File: config.mk
export PLATFORM = sky130hd
export DESIGN_NAME = remote_req_queue_flat
export DESIGN_NICKNAME = d
export VERILOG_FILES = /design/src/rtl/remote_req_queue_if.sv /design/src/rtl/remote_req_queue.sv /design/src/flat_wrapper.sv
export SDC_FILE = /design/constraint.sdc
export NUM_CORES = 1
export LEC_CHECK = 0
export ABC_CLOCK_PERIOD_IN_PS = 5600
export CORE_MARGIN = 3
export CORE_UTILIZATION = 40
export DETAILED_ROUTE_END_ITERATION = 16
export GPL_ROUTABILITY_DRIVEN = 1
export PLACE_DENSITY = 0.69
export RECOVER_POWER = 25
export SLEW_MARGIN = 30
export SYNTH_ARGS = -nofsm -noshare
export SYNTH_HDL_FRONTEND = slang
export SYNTH_SLANG_ARGS = --single-unit
File: constraint.sdc
create_clock -name clk_i -period 5.6 [get_ports clk_i]
set_input_delay 0.84 -clock clk_i [delete_from_list [all_inputs] [get_ports clk_i]]
set_output_delay 0.84 -clock clk_i [all_outputs]
set_load 0.1 [all_outputs]
File: src/rtl/remote_req_queue_if.sv
// ----------------------------------------------------------------------------
// remote_req_queue_if: request payload type and LSU/network-side bundle of
// remote_req_queue.                                          Revision: 1.0
// ----------------------------------------------------------------------------
`default_nettype none

package remote_req_queue_pkg;

  typedef enum logic [1:0] {
    REQ_LOAD   = 2'd0,
    REQ_STORE  = 2'd1,
    REQ_AMO    = 2'd2,
    REQ_IFETCH = 2'd3
  } req_op_e;

  typedef struct packed {
    req_op_e     op;
    logic [3:0]  mask;
    logic [31:0] addr;
    logic [31:0] data;
  } remote_req_s;

endpackage

interface remote_req_queue_if #(
  parameter int max_out_credits_p = 32
);
  localparam int credit_width_lp =
    ((max_out_credits_p + 1) == 1) ? 1 : $clog2(max_out_credits_p + 1);

  logic                              v_i;
  remote_req_queue_pkg::remote_req_s remote_req_i;
  logic                              ready_o;
  logic                              v_o;
  remote_req_queue_pkg::remote_req_s remote_req_o;
  logic                              yumi_i;
  logic                              credit_return_i;
  logic [credit_width_lp-1:0]        out_credits_o;
  logic                              empty_o;
  logic                              idle_o;

  modport slave (
    input  v_i, remote_req_i, yumi_i, credit_return_i,
    output ready_o, v_o, remote_req_o, out_credits_o, empty_o, idle_o
  );

  modport master (
    output v_i, remote_req_i, yumi_i, credit_return_i,
    input  ready_o, v_o, remote_req_o, out_credits_o, empty_o, idle_o
  );

endinterface

`default_nettype wire

File: src/rtl/remote_req_queue.sv
// ----------------------------------------------------------------------------
// remote_req_queue: credit-limited FIFO of LSU remote requests toward network
// TX. Define REMOTE_REQ_QUEUE_BYPASS_EN for zero-latency empty-queue bypass.
// Revision: 1.0
// ----------------------------------------------------------------------------
`default_nettype none

module remote_req_queue #(
  parameter int els_p             = 2,
  parameter int max_out_credits_p = 32
) (
  input wire                clk_i,
  input wire                reset_i,
  remote_req_queue_if.slave q
);

  localparam int credit_width_lp =
    ((max_out_credits_p + 1) == 1) ? 1 : $clog2(max_out_credits_p + 1);
  localparam int c_ptr_w = $clog2(els_p + 1);
  localparam int c_idx_w = $clog2(els_p);

  localparam logic [c_ptr_w-1:0]         c_els         = c_ptr_w'(els_p);
  localparam logic [c_ptr_w-1:0]         c_last        = c_ptr_w'(els_p - 1);
  localparam logic [credit_width_lp-1:0] c_max_credits = credit_width_lp'(max_out_credits_p);

  remote_req_queue_pkg::remote_req_s r_mem [els_p];
  logic [c_ptr_w-1:0]                r_rptr;
  logic [c_ptr_w-1:0]                r_wptr;
  logic [c_ptr_w-1:0]                r_count;
  logic [credit_width_lp-1:0]        r_credits;

  logic                              w_stored_v;
  logic                              w_ready;
  logic                              w_enq;
  logic                              w_write;
  logic                              w_deq;
  remote_req_queue_pkg::remote_req_s w_head;

  function automatic logic [c_ptr_w-1:0] next_ptr(input logic [c_ptr_w-1:0] p);
    return (p == c_last) ? '0 : p + c_ptr_w'(1);
  endfunction

  assign w_stored_v = (r_count != '0);
  // Ready looks only at stored state so there is no yumi-to-ready path.
  assign w_ready    = reset_i & (r_count < c_els) & (r_credits != '0);
  assign w_enq      = q.v_i & w_ready;
  assign w_deq      = q.yumi_i & w_stored_v;
  assign w_head     = r_mem[r_rptr[c_idx_w-1:0]];

`ifdef REMOTE_REQ_QUEUE_BYPASS_EN
  logic w_bypass;

  // An empty queue forwards the incoming request; if taken now it is never stored.
  assign w_bypass       = w_enq & ~w_stored_v;
  assign w_write        = w_enq & ~(w_bypass & q.yumi_i);
  assign q.v_o          = w_stored_v | w_bypass;
  assign q.remote_req_o = w_stored_v ? w_head : q.remote_req_i;
`else
  assign w_write        = w_enq;
  assign q.v_o          = w_stored_v;
  assign q.remote_req_o = w_head;
`endif

  assign q.ready_o       = w_ready;
  assign q.out_credits_o = r_credits;
  assign q.empty_o       = ~w_stored_v;
  assign q.idle_o        = ~w_stored_v & (r_credits == c_max_credits);

  always_ff @(posedge clk_i) begin
    if (!reset_i) begin
      r_rptr    <= '0;
      r_wptr    <= '0;
      r_count   <= '0;
      r_credits <= c_max_credits;
    end else begin
      if (w_write) begin
        r_wptr <= next_ptr(r_wptr);
      end
      if (w_deq) begin
        r_rptr <= next_ptr(r_rptr);
      end
      if (w_write && !w_deq) begin
        r_count <= r_count + c_ptr_w'(1);
      end else if (!w_write && w_deq) begin
        r_count <= r_count - c_ptr_w'(1);
      end
      // Credit is taken at enqueue; a same-cycle return cancels it out.
      if (w_enq && !q.credit_return_i) begin
        r_credits <= r_credits - credit_width_lp'(1);
      end else if (!w_enq && q.credit_return_i && (r_credits != c_max_credits)) begin
        r_credits <= r_credits + credit_width_lp'(1);
      end
    end
  end

  always_ff @(posedge clk_i) begin
    if (w_write) begin
      r_mem[r_wptr[c_idx_w-1:0]] <= q.remote_req_i;
    end
  end

`ifndef SYNTHESIS
  always @(negedge clk_i) begin
    if (reset_i) begin
      assert (!(q.yumi_i && !q.v_o))
        else $error("remote_req_queue: yumi_i with no valid head");
      assert (!(q.credit_return_i && !w_enq && (r_credits == c_max_credits)))
        else $error("remote_req_queue: credit return overflows max_out_credits_p");
    end
  end
`endif

endmodule

`default_nettype wire
File: src/flat_wrapper.sv
// flat-port wrapper written by rule: the top's interface ports become plain ports
module remote_req_queue_flat 
#(
  parameter int els_p             = 2,
  parameter int max_out_credits_p = 32
)
  (clk_i, reset_i, q_v_i, q_remote_req_i, q_yumi_i, q_credit_return_i, q_ready_o, q_v_o, q_remote_req_o, q_out_credits_o, q_empty_o, q_idle_o);
  remote_req_queue_if #(.max_out_credits_p(max_out_credits_p)) q_i ();
  input wire clk_i;
  input wire reset_i;
  input wire logic [$bits(q_i.v_i)-1:0] q_v_i;
  input wire logic [$bits(q_i.remote_req_i)-1:0] q_remote_req_i;
  input wire logic [$bits(q_i.yumi_i)-1:0] q_yumi_i;
  input wire logic [$bits(q_i.credit_return_i)-1:0] q_credit_return_i;
  output wire logic [$bits(q_i.ready_o)-1:0] q_ready_o;
  output wire logic [$bits(q_i.v_o)-1:0] q_v_o;
  output wire logic [$bits(q_i.remote_req_o)-1:0] q_remote_req_o;
  output wire logic [$bits(q_i.out_credits_o)-1:0] q_out_credits_o;
  output wire logic [$bits(q_i.empty_o)-1:0] q_empty_o;
  output wire logic [$bits(q_i.idle_o)-1:0] q_idle_o;
  assign q_i.v_i = q_v_i;
  assign q_i.remote_req_i = q_remote_req_i;
  assign q_i.yumi_i = q_yumi_i;
  assign q_i.credit_return_i = q_credit_return_i;
  assign q_ready_o = q_i.ready_o;
  assign q_v_o = q_i.v_o;
  assign q_remote_req_o = q_i.remote_req_o;
  assign q_out_credits_o = q_i.out_credits_o;
  assign q_empty_o = q_i.empty_o;
  assign q_idle_o = q_i.idle_o;
  remote_req_queue #(.els_p(els_p), .max_out_credits_p(max_out_credits_p)) u_core (.clk_i(clk_i), .reset_i(reset_i), .q(q_i));
endmodule
# Word level (Yosys, flattened, before mapping)
# Memories as Yosys holds them, arrays and structs flattened. A register that Yosys moved wholly into a read port is not among the register bits.
# Index checks and enable logic that the tools add are counted.
# totals
n_memories	1
word_cells	44
regBits	12
out_inout_bits	80
ram_bits	140
# classes
add_sub_neg	6
mux	10
magnitude_cmp	1
eq_ne	4
n_bitwise	6
reduce_logical	12
# mem_list
name	words	word_bits	rd	rd_clocked_by_memory_dff	wr	line_no	rtl
u_core.r_mem	2	70	1	1	1	remote_req_queue.sv:26	remote_req_queue_pkg::remote_req_s r_mem [els_p];
# op_table
cell	n
6-bit 2-to-1 mux	2
2-bit 2-to-1 mux	4
2-bit by 1-bit adder with 2-bit output, second input constant	3
6-bit by 1-bit adder with 6-bit output, second input constant	1
6-bit equality test, second input constant	1
6-bit != test, second input constant	1
2-bit nonzero test	3
6-bit nonzero test	1
6-bit by 1-bit subtractor with 6-bit output, second input constant	1
1-bit bitwise AND	5
1-bit logical AND	5
2-bit by 1-bit equality test with 1-bit output, second input constant	2
1-bit 2-to-1 mux	4
1-bit zero test	3
2-bit less-than comparator, second input constant	1
2-bit by 1-bit subtractor with 2-bit output, second input constant	1
1-bit inverter	1

# Depth between registers and ports, before layout
# Gate-level depths: netlist of the first run.
# logic_depth
ltp_word	9
depth_mapped	8
ltp_nobuf	8

# Least setup slack after synthesis of the first run
# Ideal clock, no wire load.
# synth_timing
path_type	reg-to-reg
from	register u_core.r_credits[0], in the netlist u_core.q.out_credits_o[0]
to	memory u_core.r_mem[0][0] in the netlist's numbering, enable pin
path_stages_with_launch	4
path_buffers	0
required_time_ns	5.101
t_arrival_ns	4.462
slack_ns	0.639
setup_ns	0.499
synth_period_minus_slack_ns	4.961
path_cell_list	dfxtp_1 -> or4_4 -> o31ai_1 -> nor2_1
# synth_between
elab_chain_cells	5
# synth_lines
element	line_no	rtl
from (decl)	remote_req_queue.sv:30	logic [credit_width_lp-1:0] r_credits;
from (signal assigned)	remote_req_queue.sv:74	r_credits <= c_max_credits;
from (signal assigned)	remote_req_queue.sv:89	r_credits <= r_credits - credit_width_lp'(1);
from (signal assigned)	remote_req_queue.sv:91	r_credits <= r_credits + credit_width_lp'(1);
6-bit nonzero test	remote_req_queue.sv:45	assign w_ready = reset_i & (r_count < c_els) & (r_credits != '0);
1-bit bitwise AND	remote_req_queue.sv:45	
1-bit bitwise AND	remote_req_queue.sv:46	assign w_enq = q.v_i & w_ready;
1-bit 2-to-1 mux	remote_req_queue.sv:97	if (w_write) begin
1-bit 2-to-1 mux (not written as such)	remote_req_queue.sv:98	r_mem[r_wptr[c_idx_w-1:0]] <= q.remote_req_i;
to (decl)	remote_req_queue.sv:26	
# Every way passes these cells.

# Worst setup path in the final report of the first run
# layout_timing
from	input port reset_i
to	output port q_ready_o
# layout_between
elab_chain_cells	2
# layout_lines
element	line_no	rtl
from (decl)	flat_wrapper.sv:10	input wire reset_i;
1-bit bitwise AND (2 in a row)	remote_req_queue.sv:45	
to (decl)	flat_wrapper.sv:15	output wire logic [$bits(q_i.ready_o)-1:0] q_ready_o;
# Every way passes these cells.

==> results of run 1 <==
area by class of cell:
class	count	area share (%)
multi-input cells	140	15.8
flip-flops and latches	151	54.1
inverters	3	0.138
clock buffers	19	5.29
clock inverters	13	2.18
well taps	180	2.75
repair buffers	158	19.7
flip-flops by register name, summed over array words and instances, names as in the netlist, named ones only:
register                flops
u_core.q.out_credits_o      6
u_core.r_count              2
u_core.r_mem              140
u_core.r_rptr               1
u_core.r_wptr               1
worst min-delay path, delay by kind of cell, from the launching register on:
family                    cells  cell delay, ns
xor gates and xnor gates      1            0.08
DFF                           1            0.33
and+or+nand+nor               1            0.08
stage by stage:
stage / hold WS, ns / std cells / cell area (um^2) / util, % / setup WS (ns)
floorplan: 0.472 / 305 / 5770 / - / 0.639
global placement: 0.493 / 629 / 7520 / 53.8 / 1.62
detailed placement: 0.500 / 630 / 7540 / 53.9 / 1.61
CTS: 0.522 / 662 / 8150 / 58.3 / 1.59
global route: 0.547 / 664 / 8190 / 58.5 / 1.44
finish: 0.521 / 664 / 8190 / 58.5 / 1.60
cells by family after synthesis:
logic type / count (synthesis)
AND/OR/NAND/NOR: 33
AO/OA/AOI/OAI: 20
XOR/XNOR: 6
buffers and inverters: 14
adder cells (fa/ha/maj): 6
flip-flops: 151
multiplexers: 75
worst paths after layout:
kind	end	slack (ns)	start
hold reg to reg	u_core.r_rptr[0]	0.52	u_core.r_rptr[0]
hold / removal	u_core.r_rptr[0]	0.52	u_core.r_rptr[0]
setup reg to reg	u_core.q.out_credits_o[5]	2.28	u_core.q.out_credits_o[0]
setup / recovery	q_ready_o	1.60	reset_i
synthesized netlist by cell type, drive strengths merged:
cell / n
edfxtp: 140
mux2: 70
dfxtp: 11
nor2: 10
clkbuf: 9
nand2: 8
ha: 5
mux2i: 5
o21ai: 5
xor2: 5
and2: 3
and3: 3
inv: 3
nor3: 3
a211o: 2
a21o: 2
buf: 2
nand3b: 2
o211ai: 2
a211oi: 1
a21oi: 1
a221o: 1
a22o: 1
a2bb2oi: 1
a31oi: 1
and3b: 1
fa: 1
nand2b: 1
o211a: 1
o221ai: 1
o31ai: 1
or3: 1
or4: 1
xnor2: 1
metal layers:
layer / GRT usage (%) / vias to the layer above / share of wire [%]
li1: - / 1529 / -
met4: 6.37 / 0 / 1.7
met5: 0 / - / 0
met3: 4.88 / 18 / 6.3
met2: 23.4 / 121 / 47
met1: 19.3 / 1633 / 45
power breakdown:
part | switching [mW] | leakage, nW | internal (mW)
logic | 1.68 | 1.19 | 0.590
registers | 0.0857 | 1.37 | 1.37
clock network | 0.432 | 0.291 | 0.743
total | 2.20 | 2.86 | 2.70
==> flow_summary.ini, run 1 <==
[status]
status = finished, final reports clean

[global_routing]
grt_pass1_wl_mm = 18.3
grt_max_degree = 71
gr-total-overflow = 0
track_usage_pct = 15.0
first_global_vias = 3498
antenna_found_initial = 0

[yosys]
avgSynthCellArea_um2 = 18.9
syn_inst = 305
synth_compound_area_share_pct = 2.52
synth_simple_gate_area_share_pct = 2.91
synth_cell_type_count = 35
synth.area.top_cells = edfxtp_1, mux2_2, dfxtp_1
ys_seq_elements = 151
synth_top_family_by_area = multiplexers
yosys.area.top_type = edfxtp_1
synth_xor_area_share_pct = 0.911
synth_top_area_share_pct = 72.9
synthAdderAreaFrac_pct = 1.43
yosysWarnings = 0
synth.area.mux_share_pct = 14.5
seq_area_frac_synth_pct = 76.7
syn_area_um2 = 5770
synth_fp_nets = 386

[timing]
fin_worst_skew_ns = 0.0108
clock.fmax_ghz = 0.250
max-slew-margin-rel_pct = 30.9
rsz0062_at_grt = false
setup_viol = 0
fin_crit_sh_pct = 71.5
fin_crit_ns = 4.00
drv_slew = 0
worst_pin_slew_ns = 1.03
fin_tns_setup_ns = 0
finalHoldViolations = 0

[clock_tree]
clk_pin_slew_ns = 0.06
cts_tree = built
numCtsBuffers = 17
cts_hold_repair.buffers = 0
clock-root-buffer = clkbuf_16
clkLatencyLatePin_ns = 0.42
htree_levels = 4
cts.sinks = 151
cts_resized = 0
clk_path_buf_depth = 2
post_cts_buffers = 0

[worst_setup_path]
crit_path_max_fanout = 13
reg2reg_depth = 8
cp-end-kind = output pin
cp_cell_sequence = clkdlybuf4s50_1, inv_1, nor3_1, clkdlybuf4s50_1
cp_data_arrival_time_ns = 3.16
cp_num_cells = 4
startpoint_type = input pin
cp.required_ns = 4.76
cpLargestDelayFamily = buffers and inverters
path_buf_inv = 3
crit_type = input pin to output pin
cpPeakStageDelay_ns = 1.16
crit_top_cell = clkdlybuf4s50_1
critPathSlowestCell = clkdlybuf4s50_1

[place]
hpwl_mm = 7.42
portBuffers = 154
gp_congestion = 0.733

[floorplanning]
fp-row-count = 43
dieArea_um2 = 15900
die_h_um = 126
coreArea_um2 = 14000
initial_core_util_pct = 41.3
pin_count = 155
fp.dieW_um = 126

[layout]
diodes = 0
multiInputGateArea_um2 = 1300
mostFrequentLayoutCells = edfxtp_1, clkdlybuf4s50_1, mux2_2
drive_above_1_share_pct = 22.1
fill_cells = 1075
final_common_cell = edfxtp_1
layout.nets = 552
regArea_um2 = 4430
area_growth_pct = 41.9

[drt]
routed_wl_mm = 11.7
drc = 0
avgViaCountPerCell = 4.97
dr.pass1.iters = 4
drt_iter0_drc = 270
num_vias = 3301
drtAntennaViolNets = 0
wl_per_cell_um = 17.6

[run]
cap_viol_max_count = 0

[pwr]
p_leak_nw = 2.86
power_density_nw_per_um2 = 598
finalPower_mw = 4.90
irDropWorstVdd_mv = 0.577

[worst_hold_path]
holdPathStages = 2
hp-class = flop to flop
(Power assumes the default switching activity.)
==> run 2: changes to the inputs <==
--- a/config.mk
+++ b/config.mk
@@ -5,7 +5,7 @@
 export SDC_FILE = /design/constraint.sdc
 export NUM_CORES = 1
 export LEC_CHECK = 0
-export ABC_CLOCK_PERIOD_IN_PS = 5600
+export ABC_CLOCK_PERIOD_IN_PS = 3940
 export CORE_MARGIN = 3
 export CORE_UTILIZATION = 40
 export DETAILED_ROUTE_END_ITERATION = 16
==> constraint.sdc (replaced) <==
create_clock -name clk_i -period 3.94 [get_ports clk_i]
set_input_delay 0.591 -clock clk_i [delete_from_list [all_inputs] [get_ports clk_i]]
set_output_delay 0.591 -clock clk_i [all_outputs]
set_load 0.1 [all_outputs]
==> flow_summary.ini, run 2 (synthesis results as in run 1) <==
[timing]
rsz0062_at_grt = false
finalHoldViolations = 0
setup_viol = 0
fin_crit_ns = 3.29
fin_worst_skew_ns = 0.00730
max-slew-margin-rel_pct = 34.6
drv_slew = 0
clock.fmax_ghz = 0.304
fin_crit_sh_pct = 83.5
fin_tns_setup_ns = 0
worst_pin_slew_ns = 0.978

[layout]
final_common_cell = edfxtp_1
diodes = 0
finalNonFillerCells = 665
mostFrequentLayoutCells = edfxtp_1, buf_4, mux2_2
layout.nets = 554
area_growth_pct = 38.8
fill_cells = 1113
largest_reg_flops = 140
design_area_um2 = 8010
drive_above_1_share_pct = 36.9

[floorplanning]
initial_core_util_pct = 41.3
die_h_um = 126
dieArea_um2 = 15900
fp-row-count = 43
fp.dieW_um = 126
coreArea_um2 = 14000
pin_count = 155

[worst_setup_path]
cp-end-kind = flop
cpPeakStageDelay_ns = 0.62
r2r_start = u_core.q.out_credits_o[0]
cp_num_cells = 8
reg2reg_depth = 8
cp_cell_sequence = or4_4, o31ai_1, nor2_1, ha_1, a21o_1, a221o_1, a31oi_1, o221ai_1
worst-r2r-setup-slack_ns = 0.65
cp.required_ns = 4.22
cpLargestDelayFamily = compound AO/OA/AOI/OAI gates
crit_type = flop to flop
reg2reg_to = u_core.q.out_credits_o[5]
crit_path_max_fanout = 7
path_buf_inv = 0
cp_data_arrival_time_ns = 3.57
critPathSlowestCell = o31ai_1
cp-startpoint = u_core.q.out_credits_o[0]
startpoint_type = flop

[pwr]
p_leak_nw = 2.93
irDropWorstVdd_mv = 0.990
power_frac_clock_pct = 24.5
power_density_nw_per_um2 = 863
net-switching-power_mw = 3.11
combPwrFrac_pct = 45.6
internal_power_mw = 3.80
switching_share_pct = 44.9
p_seq_share_pct = 29.8

[global_routing]
antenna_found_initial = 0
grt_pass1_wl_mm = 19.0
first_global_vias = 3562
grt_max_degree = 71
track_usage_pct = 15.4
gr-total-overflow = 0

[clock_tree]
cts.sinks = 151
clk_pin_slew_ns = 0.05
htree_levels = 4
cts_hold_repair.buffers = 0
numCtsBuffers = 17
clock-root-buffer = clkbuf_16
cts_resized = 0
cts_tree = built
post_cts_buffers = 0
clkLatencyLatePin_ns = 0.41
clk_path_buf_depth = 2

[drt]
drc = 0
dr.pass1.iters = 4
drt_iter0_drc = 175
wl_per_cell_um = 17.9
routed_wl_mm = 11.9
num_vias = 3314
drtAntennaViolNets = 0
avgViaCountPerCell = 4.98

[place]
portBuffers = 154
hpwl_mm = 7.70
dpl_cell_area_um2 = 7380
placed_cells = 633
gp_congestion = 0.761

[worst_hold_path]
hp-start = u_core.r_rptr[0]
hp-class = flop to flop
holdPathStages = 2

[run]
cap_viol_max_count = 0

[status]
status = finished, final reports clean
-- run 2: cell types whose count changed in the layout (fill, tap and decap cells not counted), sizes merged --
| cell | before | now |
|---|---|---|
| buf | 4 | 79 |
| inv | 4 | 3 |
| clkdlybuf4s50 | 107 | 34 |
| clkinvlp | 3 | 1 |
| clkinv | 5 | 6 |
| bufinv | 4 | 5 |
-- run 2: worst max-delay path by stage --
stage                                            to  slack (ns)
final                     u_core.q.out_credits_o[5]        0.65
after detailed placement  u_core.q.out_credits_o[5]        0.64
after global routing      u_core.q.out_credits_o[5]        0.40
after global placement    u_core.q.out_credits_o[5]        0.77
after floorplan                  u_core.r_mem[0][0]        0.16
after CTS                 u_core.q.out_credits_o[5]        0.64
-- run 2: through the flow --
stage / hold slack [ns] / power [mW] / utilization, % / setup slack (ns)
finish: 0.502 / 6.91 / 57.2 / 0.651
CTS: 0.503 / 6.98 / 57.1 / 0.638
detailed placement: 0.489 / 5.26 / 52.7 / 0.636
global route: 0.554 / 7.17 / 57.2 / 0.396
global placement: 0.482 / 5.24 / 52.7 / 0.773
floorplan: 0.472 / 4.61 / - / 0.160
-- run 2: area by class of cell --
cell class	instances	area [um^2]	share of cell area (%)
clock buffers	19	433	5.41
clock inverters	12	183	2.28
inverters	3	11.3	0.141
multi-input cells	140	1300	16.3
flip-flops and latches	151	4430	55.3
well taps	180	225	2.81
repair buffers	160	1430	17.8
-- run 2: per-layer routing --
| layer | global-route usage (%) | wire, um | up-vias |
|---|---|---|---|
| met4 | 5.24 | 93 | 0 |
| met5 | 0 | 0 | - |
| met3 | 5.47 | 786 | 8 |
| met1 | 19.4 | 5150 | 1655 |
| li1 | - | - | 1522 |
| met2 | 25.0 | 5870 | 129 |
-- run 2: worst min-delay path, delay by kind of cell, from the launching register on --
family           cells  cell delay (ns)
flip-flops           1             0.32
XOR/XNOR             1             0.08
AND/OR/NAND/NOR      1             0.07
-- run 2: power groups by stage --
stage	clock network [mW]	logic (mW)	registers, mW
final	1.69	3.15	2.06
after global routing	1.82	3.26	2.09
after CTS	1.73	3.11	2.13
after detailed placement	0	3.10	2.16
after global placement	0	3.08	2.15
after floorplan	0	2.47	2.14
